`config.mk`:
```
export PLATFORM = sky130hd
export DESIGN_NAME = m_uart_rx_fifo
export DESIGN_NICKNAME = d
export VERILOG_FILES = /design/src/rtl/m_uart_rx_fifo.sv
export SDC_FILE = /design/constraint.sdc
export NUM_CORES = 1
export LEC_CHECK = 0
export BUFFER_PORTS_ARGS = -buffer_cell sky130_fd_sc_hd__buf_2
export CORE_UTILIZATION = 65
export CTS_BUF_LIST = sky130_fd_sc_hd__clkbuf_8
export DETAILED_ROUTE_END_ITERATION = 16
export HOLD_SLACK_MARGIN = 0.15
export PLACE_DENSITY = 0.84
export SLEW_MARGIN = 40
export SYNTH_ARGS = -nofsm -noshare
export SYNTH_HDL_FRONTEND = slang
export SYNTH_SLANG_ARGS = --single-unit
```
`constraint.sdc`:
```
create_clock -name CLK -period 5.6 [get_ports CLK]
set_input_delay 0.56 -clock CLK [delete_from_list [all_inputs] [get_ports CLK]]
set_output_delay 0.56 -clock CLK [all_outputs]
set_load 0.02 [all_outputs]
```
`src/rtl/m_uart_rx_fifo.sv`:
```
// Console UART receiver: 2-flop synchronizer, 8N1 deframer and show-ahead byte FIFO popped by a read strobe.
// A byte is visible 3+H+9W cycles after i_rxd falls; the line cannot be stalled, so a full FIFO drops the byte and raises o_overrun.

module fifo #(
  parameter int DW = 8,
  parameter int AW = 4
) (
  input  logic          CLK,
  input  logic          RST,
  input  logic          wr_vld,
  input  logic [DW-1:0] wr_dat,
  output logic          wr_rdy,
  input  logic          rd_rdy,
  output logic          rd_vld,
  output logic [DW-1:0] rd_dat,
  output logic [AW:0]   cnt
);
  localparam logic [AW:0] FULL_CNT = {1'b1, {AW{1'b0}}};
  localparam logic [AW:0] ONE      = {{AW{1'b0}}, 1'b1};

  logic [DW-1:0] mem [1<<AW];
  logic [AW:0]   wr_ptr;
  logic [AW:0]   rd_ptr;
  logic [AW:0]   rd_nxt;
  logic [AW:0]   cnt_q;
  logic          push;
  logic          pop;
  logic          empty;
  logic [DW-1:0] head_nxt;

  assign empty  = (cnt_q == '0);
  assign wr_rdy = (cnt_q != FULL_CNT) || rd_rdy;
  assign push   = wr_vld && wr_rdy;
  assign pop    = rd_rdy && !empty;
  assign rd_nxt = pop ? rd_ptr + ONE : rd_ptr;

  // Bypass the array when the incoming byte lands in the slot that becomes the head.
  assign head_nxt = (push && (wr_ptr[AW-1:0] == rd_nxt[AW-1:0])) ? wr_dat : mem[rd_nxt[AW-1:0]];

  always_ff @(posedge CLK) begin
    if (push) begin
      mem[wr_ptr[AW-1:0]] <= wr_dat;
    end
  end

  always_ff @(posedge CLK or posedge RST) begin
    if (RST) begin
      wr_ptr <= '0;
      rd_ptr <= '0;
      cnt_q  <= '0;
      rd_dat <= '0;
    end else begin
      if (push) begin
        wr_ptr <= wr_ptr + ONE;
      end
      rd_ptr <= rd_nxt;
      if (push && !pop) begin
        cnt_q <= cnt_q + ONE;
      end else if (pop && !push) begin
        cnt_q <= cnt_q - ONE;
      end
      if (pop || (push && empty)) begin
        rd_dat <= head_nxt;
      end
    end
  end

  assign rd_vld = !empty;
  assign cnt    = cnt_q;
endmodule

module m_uart_rx_fifo #(
  parameter int SERIAL_WCNT     = 20,
  parameter int FIFO_DEPTH_LOG2 = 4
) (
  input  logic                     CLK,
  input  logic                     RST,
  input  logic                     i_rxd,
  input  logic                     i_rd,
  input  logic                     i_clr_err,
  output logic [7:0]               o_data,
  output logic                     o_valid,
  output logic [FIFO_DEPTH_LOG2:0] o_count,
  output logic                     o_frame_err,
  output logic                     o_overrun
);
  localparam int              CW      = $clog2(SERIAL_WCNT);
  localparam logic [CW-1:0]   W_LAST  = CW'(SERIAL_WCNT - 1);
  localparam logic [CW-1:0]   H_LAST  = CW'(SERIAL_WCNT / 2 - 1);
  localparam logic [CW-1:0]   CNT_ONE = {{(CW-1){1'b0}}, 1'b1};

  typedef enum logic [1:0] {IDLE, START, DATA, STOP} state_t;

  state_t        state_q;
  state_t        state_d;
  logic [1:0]    sync_q;
  logic          rxs;
  logic          rxs_d;
  logic [CW-1:0] cnt_q;
  logic [2:0]    idx_q;
  logic [7:0]    shift_q;
  logic          cnt_clr;
  logic          bit_smp;
  logic          rx_push;
  logic          ferr_set;
  logic          ovr_set;
  logic          fifo_wr_rdy;

  always_ff @(posedge CLK or posedge RST) begin
    if (RST) begin
      sync_q <= 2'b11;
      rxs_d  <= 1'b1;
    end else begin
      sync_q <= {sync_q[0], i_rxd};
      rxs_d  <= rxs;
    end
  end

  assign rxs = sync_q[1];

  always_ff @(posedge CLK or posedge RST) begin
    if (RST) begin
      state_q <= IDLE;
    end else begin
      state_q <= state_d;
    end
  end

  // Start needs a high-to-low edge, so a low stop bit cannot retrigger until the line is seen high.
  always_comb begin
    state_d  = state_q;
    cnt_clr  = 1'b0;
    bit_smp  = 1'b0;
    rx_push  = 1'b0;
    ferr_set = 1'b0;
    case (state_q)
      IDLE: begin
        if (!rxs && rxs_d) begin
          state_d = START;
          cnt_clr = 1'b1;
        end
      end
      START: begin
        if (cnt_q == H_LAST) begin
          cnt_clr = 1'b1;
          state_d = rxs ? IDLE : DATA;
        end
      end
      DATA: begin
        if (cnt_q == W_LAST) begin
          cnt_clr = 1'b1;
          bit_smp = 1'b1;
          if (idx_q == 3'd7) begin
            state_d = STOP;
          end
        end
      end
      STOP: begin
        if (cnt_q == W_LAST) begin
          cnt_clr  = 1'b1;
          state_d  = IDLE;
          rx_push  = rxs;
          ferr_set = !rxs;
        end
      end
      default: state_d = IDLE;
    endcase
  end

  always_ff @(posedge CLK or posedge RST) begin
    if (RST) begin
      cnt_q   <= '0;
      idx_q   <= '0;
      shift_q <= '0;
    end else begin
      cnt_q <= cnt_clr ? '0 : cnt_q + CNT_ONE;
      if (state_q == IDLE) begin
        idx_q <= '0;
      end else if (bit_smp) begin
        idx_q   <= idx_q + 3'd1;
        shift_q <= {rxs, shift_q[7:1]};
      end
    end
  end

  fifo #(
    .DW (8),
    .AW (FIFO_DEPTH_LOG2)
  ) u_fifo (
    .CLK    (CLK),
    .RST    (RST),
    .wr_vld (rx_push),
    .wr_dat (shift_q),
    .wr_rdy (fifo_wr_rdy),
    .rd_rdy (i_rd),
    .rd_vld (o_valid),
    .rd_dat (o_data),
    .cnt    (o_count)
  );

  assign ovr_set = rx_push && !fifo_wr_rdy;

  always_ff @(posedge CLK or posedge RST) begin
    if (RST) begin
      o_frame_err <= 1'b0;
      o_overrun   <= 1'b0;
    end else begin
      if (ferr_set) begin
        o_frame_err <= 1'b1;
      end else if (i_clr_err) begin
        o_frame_err <= 1'b0;
      end
      if (ovr_set) begin
        o_overrun <= 1'b1;
      end else if (i_clr_err) begin
        o_overrun <= 1'b0;
      end
    end
  end
endmodule

```
==> impl_metrics.toml <==
[synth]
synth_xor_area_share_pct = 1.987
synth_mux_area_share_pct = 4.258
synth_top_family_by_area = "compound AO/OA/AOI/OAI gates"
syn_area_per_cell_sq_um = 12.52
ys_types = 77
synth_edf_count = 128
yosysSeqAreaShare_pct = 59.09
synth_cells = 669
ys_warn_count = 0
synth_compound_area_share_pct = 19.26
ys_seq_elements = 172
netlist_area_sq_um = 8374
synthAdderAreaFrac_pct = 2.331
synth-simple-area-share_pct = 9.234
async_reset_ff_share_pct = 25.58
syn_nets = 689
ys.flop_type = "edfxtp_1"

[cts]
clockBufferDepth = 2
cts.clk_slew.worst_paths_ns = 0.10
cts_tree = "done"
ctsResizeCount = 0
htreeDepth = 4
cts_buffers = 17
cts.sinks = 172
cts_root_buf = "clkbuf_8"
worstSkewPairLatency_ns = 0.49

[grt]
antenna_found_initial = 0
grt_pass1_wl_um = 32660
grt_max_degree = 74
grt_pass1_vias = 6078
grt_usage_pct = 33.96
gr-total-overflow = 0

[hold_path]
hp-class = "in2reg"
hold_depth = 2

[timing]
fin_ws_ns = 1.854
hold_violations = 0
report.final.setup_viol = 0
fin_skew_ns = 0.01626
setup_tns_ns = 0
timing.fmax_mhz = 267.0
worst_pin_slew_ns = 0.8774
min_period_over_period_pct = 66.88
period_minus_slack_ns = 3.746
drv_slew = 0
rsz0062_at_grt = "no"
relSlewSlack_pct = 41.50

[drt]
vias = 6321
first_pass_iters = 7
routed_wl_um = 21340
wl_per_cell_um = 24.98
viasPerCell = 7.402
drt_iter0_drc = 1046
drc = 0
drtAntennaViolNets = 0

[placement]
portBuffers = 20
placed_area_sq_um = 8622
post-place-ws_ns = 1.988
place.gp.congestion = 0.9023
dp_hpwl_um = 13520

[cells_and_area]
stdcell_area_sq_um = 9055
insertedDiodeCount = 0
fill_cells = 795
nets = 689
area_growth_pct = 8.128
layout-drive-gt1-share_pct = 17.89

[pwr]
p_leak_nw = 2.950
finalPower_mw = 4.515
ir_drop_mv = 0.3721
p_per_area_nw_per_um2 = 498.6

[worst_setup_path]
r2r_cells = 8
path_max_fanout = 31
crit_type = "reg2reg"
required_ns = 5.97
crit_path_end_kind = "flop"
cp.arrival_ns = 4.11
critPathLaunchType = "flop"

[die]
dieArea_sq_um = 13340
start_util_pct = 66.63
fp.dieH_um = 115.5
io_pins = 21
die_width_um = 115.5
core_sq_um = 12570
num_rows = 41

[flow_run]
max_cap_violations = 0

[status]
outcome = "finished clean"
-- area by class of cell --
type                            instances  area [sq um]  share of cell area (%)
Timing Repair Buffer                   34         225.2                   2.487
Inverter                               18         72.57                  0.8014
Multi-Input combinational cell        426          3193                   35.26
Clock buffer                           17         234.0                   2.584
Sequential cell                       172          4950                   54.66
Clock inverter                         15         165.2                   1.824
Tap cell                              172         215.2                   2.377
-- flip-flops by register name (all words and copies together), names as in the netlist, named ones only --
| signal | flops |
|---|---|
| idx_q | 3 |
| u_fifo.wr_ptr | 4 |
| o_frame_err | 1 |
| sync_q | 2 |
| state_q | 1 |
| u_fifo.mem | 128 |
| shift_q | 8 |
| u_fifo.rd_dat | 8 |
| cnt_q | 5 |
| rxs_d | 1 |
| u_fifo.cnt | 5 |
| u_fifo.rd_ptr | 4 |
| o_overrun | 1 |
-- stage by stage --
step | utilization, % | cells | hold slack [ns]
after floorplan | - | 669 | 0.3452
after global placement | 67.97 | 818 | 0.3457
after detailed placement | 68.60 | 820 | 0.3505
after CTS | 71.86 | 853 | 0.1641
after global routing | 72.05 | 854 | 0.2625
final | 72.05 | 854 | 0.2692
-- per-layer routing --
metal	global-route usage (%)	part of all wire [%]	routed length (um)	vias to the layer above
li1	-	-	-	2684
met1	43.51	37	7931	3061
met2	54.85	48	10210	472
met3	7.584	11	2304	104
met4	17.40	4.2	891	0
met5	0	0	0	-
-- cells by family after synthesis --
kind of cell	after synthesis
AO/OA/AOI/OAI	207
flip-flops	172
AND/OR/NAND/NOR	161
buffers and inverters	71
multiplexers	27
XOR/XNOR	16
adder cells (fa/ha/maj)	15
-- cells in the mapped netlist (3+ instances only) --
master | instances | share of area (%)
a211o_1 | 4 | 0.42
a31oi_1 | 7 | 0.52
a221oi_1 | 85 | 8.9
a222oi_1 | 4 | 0.48
xor2_1 | 4 | 0.42
xnor2_1 | 10 | 1.0
mux2_2 | 18 | 2.4
o22ai_1 | 9 | 0.67
nand2b_1 | 8 | 0.60
o2bb2ai_1 | 5 | 0.52
o2111a_1 | 3 | 0.40
a21oi_1 | 25 | 1.5
o21ai_1 | 8 | 0.48
ha_1 | 14 | 2.1
nor4_1 | 6 | 0.45
mux4_2 | 5 | 1.3
edfxtp_1 | 128 | 46
mux2i_1 | 3 | 0.36
nand2_1 | 35 | 1.6
nor3_1 | 5 | 0.30
inv_2 | 3 | 0.13
nand4_1 | 5 | 0.37
nand3_1 | 21 | 1.3
buf_4 | 3 | 0.27
buf_6 | 3 | 0.40
buf_2 | 15 | 0.90
nor2_1 | 59 | 2.6
and3_1 | 3 | 0.22
a22o_1 | 4 | 0.42
dfrtp_1 | 41 | 12
dfstp_2 | 3 | 0.94
o21ai_0 | 20 | 1.2
clkbuf_1 | 28 | 1.3
inv_1 | 12 | 0.54
o21a_1 | 4 | 0.36
buf_1 | 4 | 0.18
-- placed cells by master, fill, tap and decap left out, drive strengths merged, types with 17 or more instances in the layout --
master	n
edfxtp	128
a221oi	85
nor2	60
dfrtp	41
nand2	35
buf	32
o21ai	28
a21oi	25
nand3	21
mux2	19
inv	19
clkbuf	17
-- worst paths after layout --
path / startpoint / to / slack (ns)
worst max-delay path: u_fifo.rd_ptr[1] / u_fifo.rd_dat[0] / 1.85
worst min-delay path: i_clr_err / o_overrun / 0.27
worst max register to register: u_fifo.rd_ptr[1] / u_fifo.rd_dat[0] / 1.85
worst min register to register: sync_q[0] / sync_q[1] / 0.36
max in group asynchronous: RST / u_fifo.rd_ptr[0] / 4.51
min in group asynchronous: RST / o_overrun / 0.66
-- power by group --
part	leakage (nW)	total, mW	internal, mW	switching [mW]
sequential	1.56	1.59	1.44	0.149
combinational	1.20	2.04	0.764	1.28
clock	0.189	0.878	0.401	0.477
-- critical path, stage by stage (launching register included) --
cell       delay [ns]
dfrtp_1          0.85
clkinv_1         0.58
o22ai_4          0.63
buf_4            0.44
o21ai_1          0.15
a211oi_2         0.20
o2111a_1         0.44
o2bb2ai_1        0.23
a21oi_1          0.07
-- timing repair --
item	in CTS	in global routing
hold buffers	1	1
endpoints found under the hold margin	40	1
setup buffers	0	0
Power figures use the tool's default switching activity.
